`src/rtl/keypad_scan.sv`:
```
// 4x4 matrix keypad scanner: column strobing, frame-level debounce,
// single-key validation and a 4-digit hex entry shift register.
module keypad_scan #(
   parameter int Fclk       = 50000000,
   parameter int F1kHz      = 1000,
   parameter int DEB_FRAMES = 5
) (
   input  logic        clk,
   input  logic        rst_n,
   input  logic [3:0]  row,
   output logic [3:0]  col,
   input  logic        clr,
   output logic [3:0]  key_code,
   output logic        key_valid,
   output logic        key_held,
   output logic [15:0] entry
);

   localparam int PER = Fclk / F1kHz;
   localparam int TW  = $clog2(PER + 1);
   localparam int DW  = $clog2(DEB_FRAMES + 1);

   typedef enum logic [1:0] {IDLE, DEB, HELD, REL} state_t;

   logic [TW-1:0] tcnt;
   logic          ce;
   logic [3:0]    row_m;
   logic [3:0]    row_s;
   logic [1:0]    ci;
   logic [1:0]    acc_n;
   logic [3:0]    acc_code;

   logic [2:0]    s_n;
   logic [1:0]    s_r;
   logic [1:0]    base_n;
   logic [2:0]    sum;
   logic [1:0]    f_n;
   logic [3:0]    f_code;
   logic          frame_done;
   logic          one;
   logic          none;

   state_t        state;
   logic [DW-1:0] dcnt;
   logic [DW-1:0] dnext;
   logic [3:0]    cand;

   assign ce = (tcnt == TW'(PER));

   // Timebase, row synchroniser and column rotation.
   always_ff @(posedge clk or negedge rst_n) begin
      if (!rst_n) begin
         tcnt     <= '0;
         row_m    <= 4'hF;
         row_s    <= 4'hF;
         ci       <= 2'd0;
         col      <= 4'b1110;
         acc_n    <= 2'd0;
         acc_code <= 4'd0;
      end else begin
         row_m <= row;
         row_s <= row_m;
         if (ce) begin
            tcnt     <= TW'(1);
            ci       <= ci + 2'd1;
            col      <= {col[2:0], col[3]};
            acc_n    <= f_n;
            acc_code <= f_code;
         end else begin
            tcnt <= tcnt + TW'(1);
         end
      end
   end

   // Low rows in the current sample; the frame tally saturates at 2.
   always_comb begin
      s_n = 3'd0;
      s_r = 2'd0;
      for (int r = 0; r < 4; r++) begin
         if (!row_s[r]) begin
            s_n = s_n + 3'd1;
            s_r = 2'(r);
         end
      end
      base_n = (ci == 2'd0) ? 2'd0 : acc_n;
      sum    = {1'b0, base_n} + s_n;
      f_n    = (sum >= 3'd2) ? 2'd2 : sum[1:0];
      f_code = (s_n == 3'd1) ? {s_r, ci} : acc_code;
   end

   assign frame_done = ce && (ci == 2'd3);
   assign one        = (f_n == 2'd1);
   assign none       = (f_n == 2'd0);
   assign dnext      = dcnt + DW'(1);

   always_ff @(posedge clk or negedge rst_n) begin
      if (!rst_n) begin
         state     <= IDLE;
         dcnt      <= '0;
         cand      <= 4'd0;
         key_valid <= 1'b0;
         key_code  <= 4'd0;
         key_held  <= 1'b0;
         entry     <= 16'h0000;
      end else begin
         key_valid <= 1'b0;
         if (clr) entry <= 16'h0000;
         if (frame_done) begin
            unique case (state)
               IDLE: begin
                  if (one) begin
                     cand <= f_code;
                     if (DEB_FRAMES == 1) begin
                        state     <= HELD;
                        key_held  <= 1'b1;
                        key_valid <= 1'b1;
                        key_code  <= f_code;
                        entry     <= clr ? {12'h000, f_code}
                                         : {entry[11:0], f_code};
                     end else begin
                        state <= DEB;
                        dcnt  <= DW'(1);
                     end
                  end
               end
               DEB: begin
                  if (one && f_code == cand) begin
                     dcnt <= dnext;
                     if (dnext == DW'(DEB_FRAMES)) begin
                        state     <= HELD;
                        key_held  <= 1'b1;
                        key_valid <= 1'b1;
                        key_code  <= cand;
                        entry     <= clr ? {12'h000, cand}
                                         : {entry[11:0], cand};
                     end
                  end else begin
                     state <= IDLE;
                     dcnt  <= '0;
                  end
               end
               HELD: begin
                  if (none) begin
                     if (DEB_FRAMES == 1) begin
                        state    <= IDLE;
                        key_held <= 1'b0;
                        dcnt     <= '0;
                     end else begin
                        state <= REL;
                        dcnt  <= DW'(1);
                     end
                  end
               end
               REL: begin
                  if (none) begin
                     dcnt <= dnext;
                     if (dnext == DW'(DEB_FRAMES)) begin
                        state    <= IDLE;
                        key_held <= 1'b0;
                        dcnt     <= '0;
                     end
                  end else begin
                     state <= HELD;
                  end
               end
            endcase
         end
      end
   end

endmodule

```
`config.mk`:
```
export PLATFORM = sky130hd
export DESIGN_NAME = keypad_scan
export DESIGN_NICKNAME = d
export VERILOG_FILES = /design/src/rtl/keypad_scan.sv
export SDC_FILE = /design/constraint.sdc
export NUM_CORES = 1
export LEC_CHECK = 0
export ABC_CLOCK_PERIOD_IN_PS = 5300
export BUFFER_PORTS_ARGS = -buffer_cell sky130_fd_sc_hd__buf_2
export CAP_MARGIN = 20
export CORE_ASPECT_RATIO = 1.5
export CORE_UTILIZATION = 59
export CTS_BUF_LIST = sky130_fd_sc_hd__clkbuf_8 sky130_fd_sc_hd__clkbuf_16
export DETAILED_ROUTE_END_ITERATION = 6
export HOLD_SLACK_MARGIN = 0.1
export PLACE_DENSITY = 0.79
export SLEW_MARGIN = 20
export SYNTH_ARGS = -nofsm -noshare
export SYNTH_HDL_FRONTEND = slang
export SYNTH_SLANG_ARGS = --single-unit
export TNS_END_PERCENT = 50
```
`constraint.sdc`:
```
create_clock -name clk -period 5.3 [get_ports clk]
set_clock_uncertainty 0.2 [all_clocks]
set_input_delay 1.06 -clock clk [delete_from_list [all_inputs] [get_ports clk]]
set_output_delay 1.06 -clock clk [all_outputs]
set_load 0.03 [all_outputs]
```
==> results.cfg, run 1 <==
[worst_setup_path]
rr_startpoint = row_s[0]$_DFF_PN1_
endpoint_kind = flop
path_max_fanout = 10
reg2reg_to = key_code[2]$_DFFE_PN0P_
crit_type = flop to flop
worst-r2r-cell-count = 14
worst_ep_required_time_ns = 5.34
ff2ff_setup_slack_ns = 1.03
startpoint_type = flop
arrival_ns = 4.31
startpoint = row_s[0]$_DFF_PN1_

[detailed_routing]
vias_per_cell = 5.66
postRouteAntennaNets = 0
drtIter0Drc = 172
route.detailed.drc = 0
routed_wl_mm = 6.78
wl_per_cell_um = 15.2
via_count = 2530
first_pass_iters = 4

[cells_and_area]
n_fill_cell = 441
fin_area_um2 = 3830
nets = 390
fin_cells = 447
area_delta_synth_final_pct = 11.6
diodes = 0
drive_gt1_frac = 0.199

[placed_design]
dp_cells = 431
gp_congestion = 0.948
portBuffers = 32
placed_area_um2 = 3640
dpl.hpwl_mm = 4.80

[timing]
maxSlewViolCount = 0
rsz0062_at_grt = no
setup_violations = 0
period_share = 0.806
worst_hold_slack_ns = 0.144
tightest_slew_ns = 0.990
max_freq_mhz = 234
min_period_ns = 4.27
hold_viol = 0
tns_ns = 0
relSlewSlack = 0.335

[power_and_ir_drop]
p_clk_frac = 0.394
power.density_nw_per_um2 = 262
swShare = 0.262
combPwrFrac = 0.087
p_leak_nw = 1.80
max-vdd-ir-drop_v = 0.000198
p_int_mw = 0.740
power.switching_mw = 0.262
share_seq_of_total_power = 0.519

[synth]
yosys.area_share.simple = 0.235
netlist_instances = 338
synth_fa_ha_area_frac = 0.0423
netlist_area_um2 = 3430
synth.distinct_cells = 57
synth_edf_count = 0
ys_ff_latch = 67
synth_ff_type = dfrtp_1
synth.avg_cell_area_um2 = 10.2
synthMuxAreaShare = 0.0361
synth-warning-count = 0
async_reset_ff_frac = 1.00
synth_top_family_by_area = simple AND/OR/NAND/NOR gates
syn-num-nets = 356
synth-compound-area-share = 0.107
synth-xor-area-share = 0.0525
yosysSeqAreaShare = 0.492

[hold_path]
worstHoldStart = row_m[2]$_DFF_PN1_
hold_end = row_s[2]$_DFF_PN1_
holdPathStages = 0
hold_path_class = flop to flop

[clock_tree]
clk_pin_slew_worst_paths_ns = 0.08
cts-root-buf = clkbuf_8
worstSkewPairLatency_ns = 0.35
post_cts_buffers = 0
cts.sinks = 67
ctsResizeCount = 0
numCtsBuffers = 9
clock_path_buffers = 2
cts_htree_levels = 3
cts_tree = done
cts_hold_buf = 0

[floorplan]
dieArea_um2 = 6130
rows = 33
die_h_um = 95.4
die_w_um = 64.3
io_pins = 33
core_area_um2 = 5530
initial_core_util = 0.621

[global_routing]
grt_max_degree = 68
antenna_found_initial = 0
overflow = 0
grt_pass1_wl_mm = 11.1
grt_pass1_vias = 2402
grt_use_total = 0.244

[status]
status = finished clean

[flow_run]
drv_cap = 0
## layout make-up
| cell class | count | area (µm²) | area share |
|---|---|---|---|
| multi-input combinational | 242 | 1620 | 0.424 |
| sequential | 67 | 1690 | 0.441 |
| timing repair buffer | 33 | 168 | 0.0438 |
| clock inverter | 5 | 37.5 | 0.00980 |
| tap | 70 | 87.6 | 0.0229 |
| inverter | 19 | 71.3 | 0.0186 |
| clock buffer | 11 | 151 | 0.0395 |
## cells in the mapped netlist, types with 4 or more instances
library cell | instances | area [µm²]
xnor2_1 | 8 | 70.1
nor2_1 | 20 | 75.1
o21ai_0 | 22 | 110
mux2i_1 | 9 | 90.1
a21oi_1 | 11 | 55.1
nand3_1 | 11 | 55.1
clkbuf_1 | 7 | 26.3
xor2_1 | 10 | 87.6
nand2_1 | 36 | 135
dfstp_2 | 11 | 289
nand2b_1 | 25 | 156
nand4_1 | 11 | 68.8
dfrtp_1 | 56 | 1400
and2_1 | 4 | 25.0
inv_1 | 18 | 67.6
nor2b_1 | 8 | 50.1
ha_1 | 10 | 125
## registers in the layout, summed over array words and instances (netlist names)
| name | flops |
|---|---|
| ci | 2 |
| col | 4 |
| acc_n | 2 |
| key_valid | 1 |
| tcnt | 16 |
| acc_code | 4 |
| cand | 4 |
| key_code | 4 |
| row_s | 4 |
| dcnt | 3 |
| state | 2 |
| row_m | 4 |
| entry | 16 |
| key_held | 1 |
## worst max-delay path, stage by stage (launching register included)
cell      delay, ns
dfstp_2        0.54
inv_1          0.04
ha_1           0.35
xnor2_1        0.28
ha_1           0.27
nor2b_1        0.13
a31o_2         0.26
inv_2          0.12
fa_1           0.18
xnor3_1        0.36
nand2b_1       0.27
nor2_2         0.41
nand2_4        0.12
nor2_1         0.27
mux2_2         0.37
## per-layer routing
layer | track usage | routed length, µm | up-vias | part of all wire
met1 | 0.274 | 2730 | 1230 | 0.40
met5 | 0 | 0 | - | 0
met3 | 0.0670 | 221 | 8 | 0.033
met4 | 0.107 | 111 | 0 | 0.016
met2 | 0.431 | 3720 | 55 | 0.55
li1 | - | - | 1237 | -
## cells by family (layout without fill, tap and decap cells)
kind of cell	count (synthesis)	in the layout
muxes	12	12
adders and majority gates	11	11
and+or+nand+nor	141	141
xor gates and xnor gates	19	19
AOI/OAI and AO/OA	59	59
DFF	67	67
buffers and inverters	29	68
## worst max path at each step
stage,end,slack (ns),cells past startpoint
3_5_place_dp,entry[5]$_DFF_PN0_,1.08,14
4_1_cts,key_code[2]$_DFFE_PN0P_,1.04,14
6_report,key_code[2]$_DFFE_PN0P_,1.03,14
5_1_grt,entry[2]$_DFF_PN0_,0.78,14
2_1_floorplan,entry[4]$_DFF_PN0_,1.31,16
3_3_place_gp,entry[6]$_DFF_PN0_,1.19,14
## power groups by stage
stage               logic (mW)  registers (mW)  clock network [mW]
floorplan               0.0645           0.528                   0
global placement        0.0848           0.530                   0
detailed placement      0.0862           0.530                   0
CTS                     0.0869           0.520               0.404
global route            0.0976           0.521               0.423
finish                  0.0872           0.520               0.395
## cells in the final DEF (no fill, tap or decap), drive strengths merged, types with 3 or more instances in the layout
master,n
dfrtp,56
nand2,37
buf,33
nand2b,25
o21ai,25
nor2,22
inv,19
nand3,12
a21oi,11
nand4,11
clkbuf,11
dfstp,11
xor2,10
ha,10
mux2i,9
xnor2,8
nor2b,8
and2,5
o31ai,3
and3,3
o21a,3
mux2,3
clkinv,3
## metrics by stage
| stage | util | worst slack (ns) | power [mW] |
|---|---|---|---|
| 2_1_floorplan | - | 1.31 | 0.592 |
| 3_3_place_gp | 0.658 | 1.19 | 0.614 |
| 3_5_place_dp | 0.658 | 1.08 | 0.616 |
| 4_1_cts | 0.692 | 1.04 | 1.01 |
| 5_1_grt | 0.692 | 0.775 | 1.04 |
| 6_report | 0.692 | 1.03 | 1.00 |
No activity file was read; power rests on OpenSTA's default activity.
==> inputs of run 2 (changes only) <==
--- a/config.mk
+++ b/config.mk
@@ -5,7 +5,7 @@
 export SDC_FILE = /design/constraint.sdc
 export NUM_CORES = 1
 export LEC_CHECK = 0
-export ABC_CLOCK_PERIOD_IN_PS = 5300
+export ABC_CLOCK_PERIOD_IN_PS = 4400
 export BUFFER_PORTS_ARGS = -buffer_cell sky130_fd_sc_hd__buf_2
 export CAP_MARGIN = 20
 export CORE_ASPECT_RATIO = 1.5
==> constraint.sdc (replaced) <==
create_clock -name clk -period 4.4 [get_ports clk]
set_clock_uncertainty 0.2 [all_clocks]
set_input_delay 0.88 -clock clk [delete_from_list [all_inputs] [get_ports clk]]
set_output_delay 0.88 -clock clk [all_outputs]
set_load 0.03 [all_outputs]
==> run 2 against run 1 <==
Effect of this change: sequential share of layout area down 1.0 points; clock power is 60% higher; final area rose by 2.3%; fmax rose by 5.2%; combinational power grew 28%.
==> results.cfg, run 2 (same netlist as run 1, synthesis figures left out) <==
[worst_setup_path]
endpoint_kind = flop
critPathSlowestCell = dfstp_2
startpoint_type = flop
path_max_fanout = 9
path_delay_family = simple AND/OR/NAND/NOR gates
arrival_ns = 4.09
cp_slowest_stage_delay_ns = 0.53
cp_cell_sequence = inv_1, ha_1, xnor2_1, ha_1, nor2b_1, a31o_2, inv_2, fa_1, xnor3_1, nand2b_1, nor2_2, nand2_4, nor2_1, mux2_2
crit_top_cell = ha_1
crit_buf_inv = 2
crit_type = flop to flop
worst_ep_required_time_ns = 4.43

[cells_and_area]
layout_commonest_cell = dfrtp_1
drive_gt1_frac = 0.208
fin_area_um2 = 3920
layout.cells.most_common_list = dfrtp_1 (56), nand2_1 (36), buf_2 (32)
fin_cells = 450
reg.largest.list = entry x16, tcnt x16
diodes = 0
nets = 393
area_delta_synth_final_pct = 14.1

[clock_tree]
post_cts_buffers = 0
cts-root-buf = clkbuf_8
cts.sinks = 67
cts_tree = done
worstSkewPairLatency_ns = 0.35
clk_pin_slew_worst_paths_ns = 0.07
clock_path_buffers = 2
ctsResizeCount = 0
numCtsBuffers = 9
cts_htree_levels = 3
cts_hold_buf = 0

[global_routing]
grt_pass1_wl_mm = 11.9
antenna_found_initial = 0
grt_use_total = 0.258
overflow = 0
grt_pass1_vias = 2577
grt_max_degree = 41

[timing]
rsz0062_at_grt = no
period_share = 0.923
setup_violations = 0
relSlewSlack = 0.420
min_period_ns = 4.06
max_freq_mhz = 246
tightest_slew_ns = 0.870
tns_ns = 0
maxSlewViolCount = 0
hold_viol = 0

[floorplan]
io_pins = 33
die_w_um = 64.3
initial_core_util = 0.621
die_h_um = 95.4
dieArea_um2 = 6130
core_area_um2 = 5530
rows = 33

[placed_design]
gp_congestion = 0.868
portBuffers = 32
dp_cells = 434
placed_area_um2 = 3660
dpl.hpwl_mm = 5.11

[detailed_routing]
postRouteAntennaNets = 0
drtIter0Drc = 178
routed_wl_mm = 7.16
vias_per_cell = 5.73
via_count = 2578
route.detailed.drc = 0
first_pass_iters = 4
wl_per_cell_um = 15.9

[power_and_ir_drop]
power.density_nw_per_um2 = 350
p_leak_nw = 1.85
max-vdd-ir-drop_v = 0.000267

[flow_run]
drv_cap = 0

[status]
status = finished clean

[hold_path]
hold_path_class = flop to flop
run 2: report_power, final:
group	switching, mW	internal, mW	leakage [nW]
Clock	0.239	0.393	0.126
Sequential	0.00453	0.623	0.883
Combinational	0.0744	0.0373	0.842
run 2: area by class of cell:
class,count,area (µm²)
clock buffer,10,138
clock inverter,6,113
fill,417,1610
inverter,19,71.3
multi-input combinational,242,1630
sequential,67,1690
tap,70,87.6
timing repair buffer,36,190
run 2: final timing paths:
kind,depth (start not counted),slack [ns],to,start
max,14,0.34,key_code[2]$_DFFE_PN0P_,row_s[0]$_DFF_PN1_
min,0,0.16,row_s[2]$_DFF_PN1_,row_m[2]$_DFF_PN1_
max reg2reg,14,0.34,key_code[2]$_DFFE_PN0P_,row_s[0]$_DFF_PN1_
min reg2reg,0,0.16,row_s[2]$_DFF_PN1_,row_m[2]$_DFF_PN1_
max in group asynchronous,2,2.66,entry[8]$_DFF_PN0_,rst_n
min in group asynchronous,1,0.45,acc_code[0]$_DFFE_PN0N_,rst_n
run 2: metrics by stage:
step	hold WS (ns)	power (mW)	setup slack, ns	utilization
2_1_floorplan	0.145	0.713	0.408	-
6_report	0.156	1.37	0.338	0.708
3_5_place_dp	0.147	0.748	0.336	0.662
5_1_grt	0.159	1.42	0.0860	0.708
4_1_cts	0.158	1.38	0.336	0.707
3_3_place_gp	0.146	0.745	0.455	0.662
run 2: per-layer routing:
layer  part of all wire  wire length [µm]  track usage  vias to the layer above
li1                   -                 -            -                     1252
met1               0.40              2860        0.289                     1263
met2               0.56              3990        0.482                       54
met3              0.031               222       0.0419                        9
met4              0.013                96        0.100                        0
met5                  0                 0            0                        -
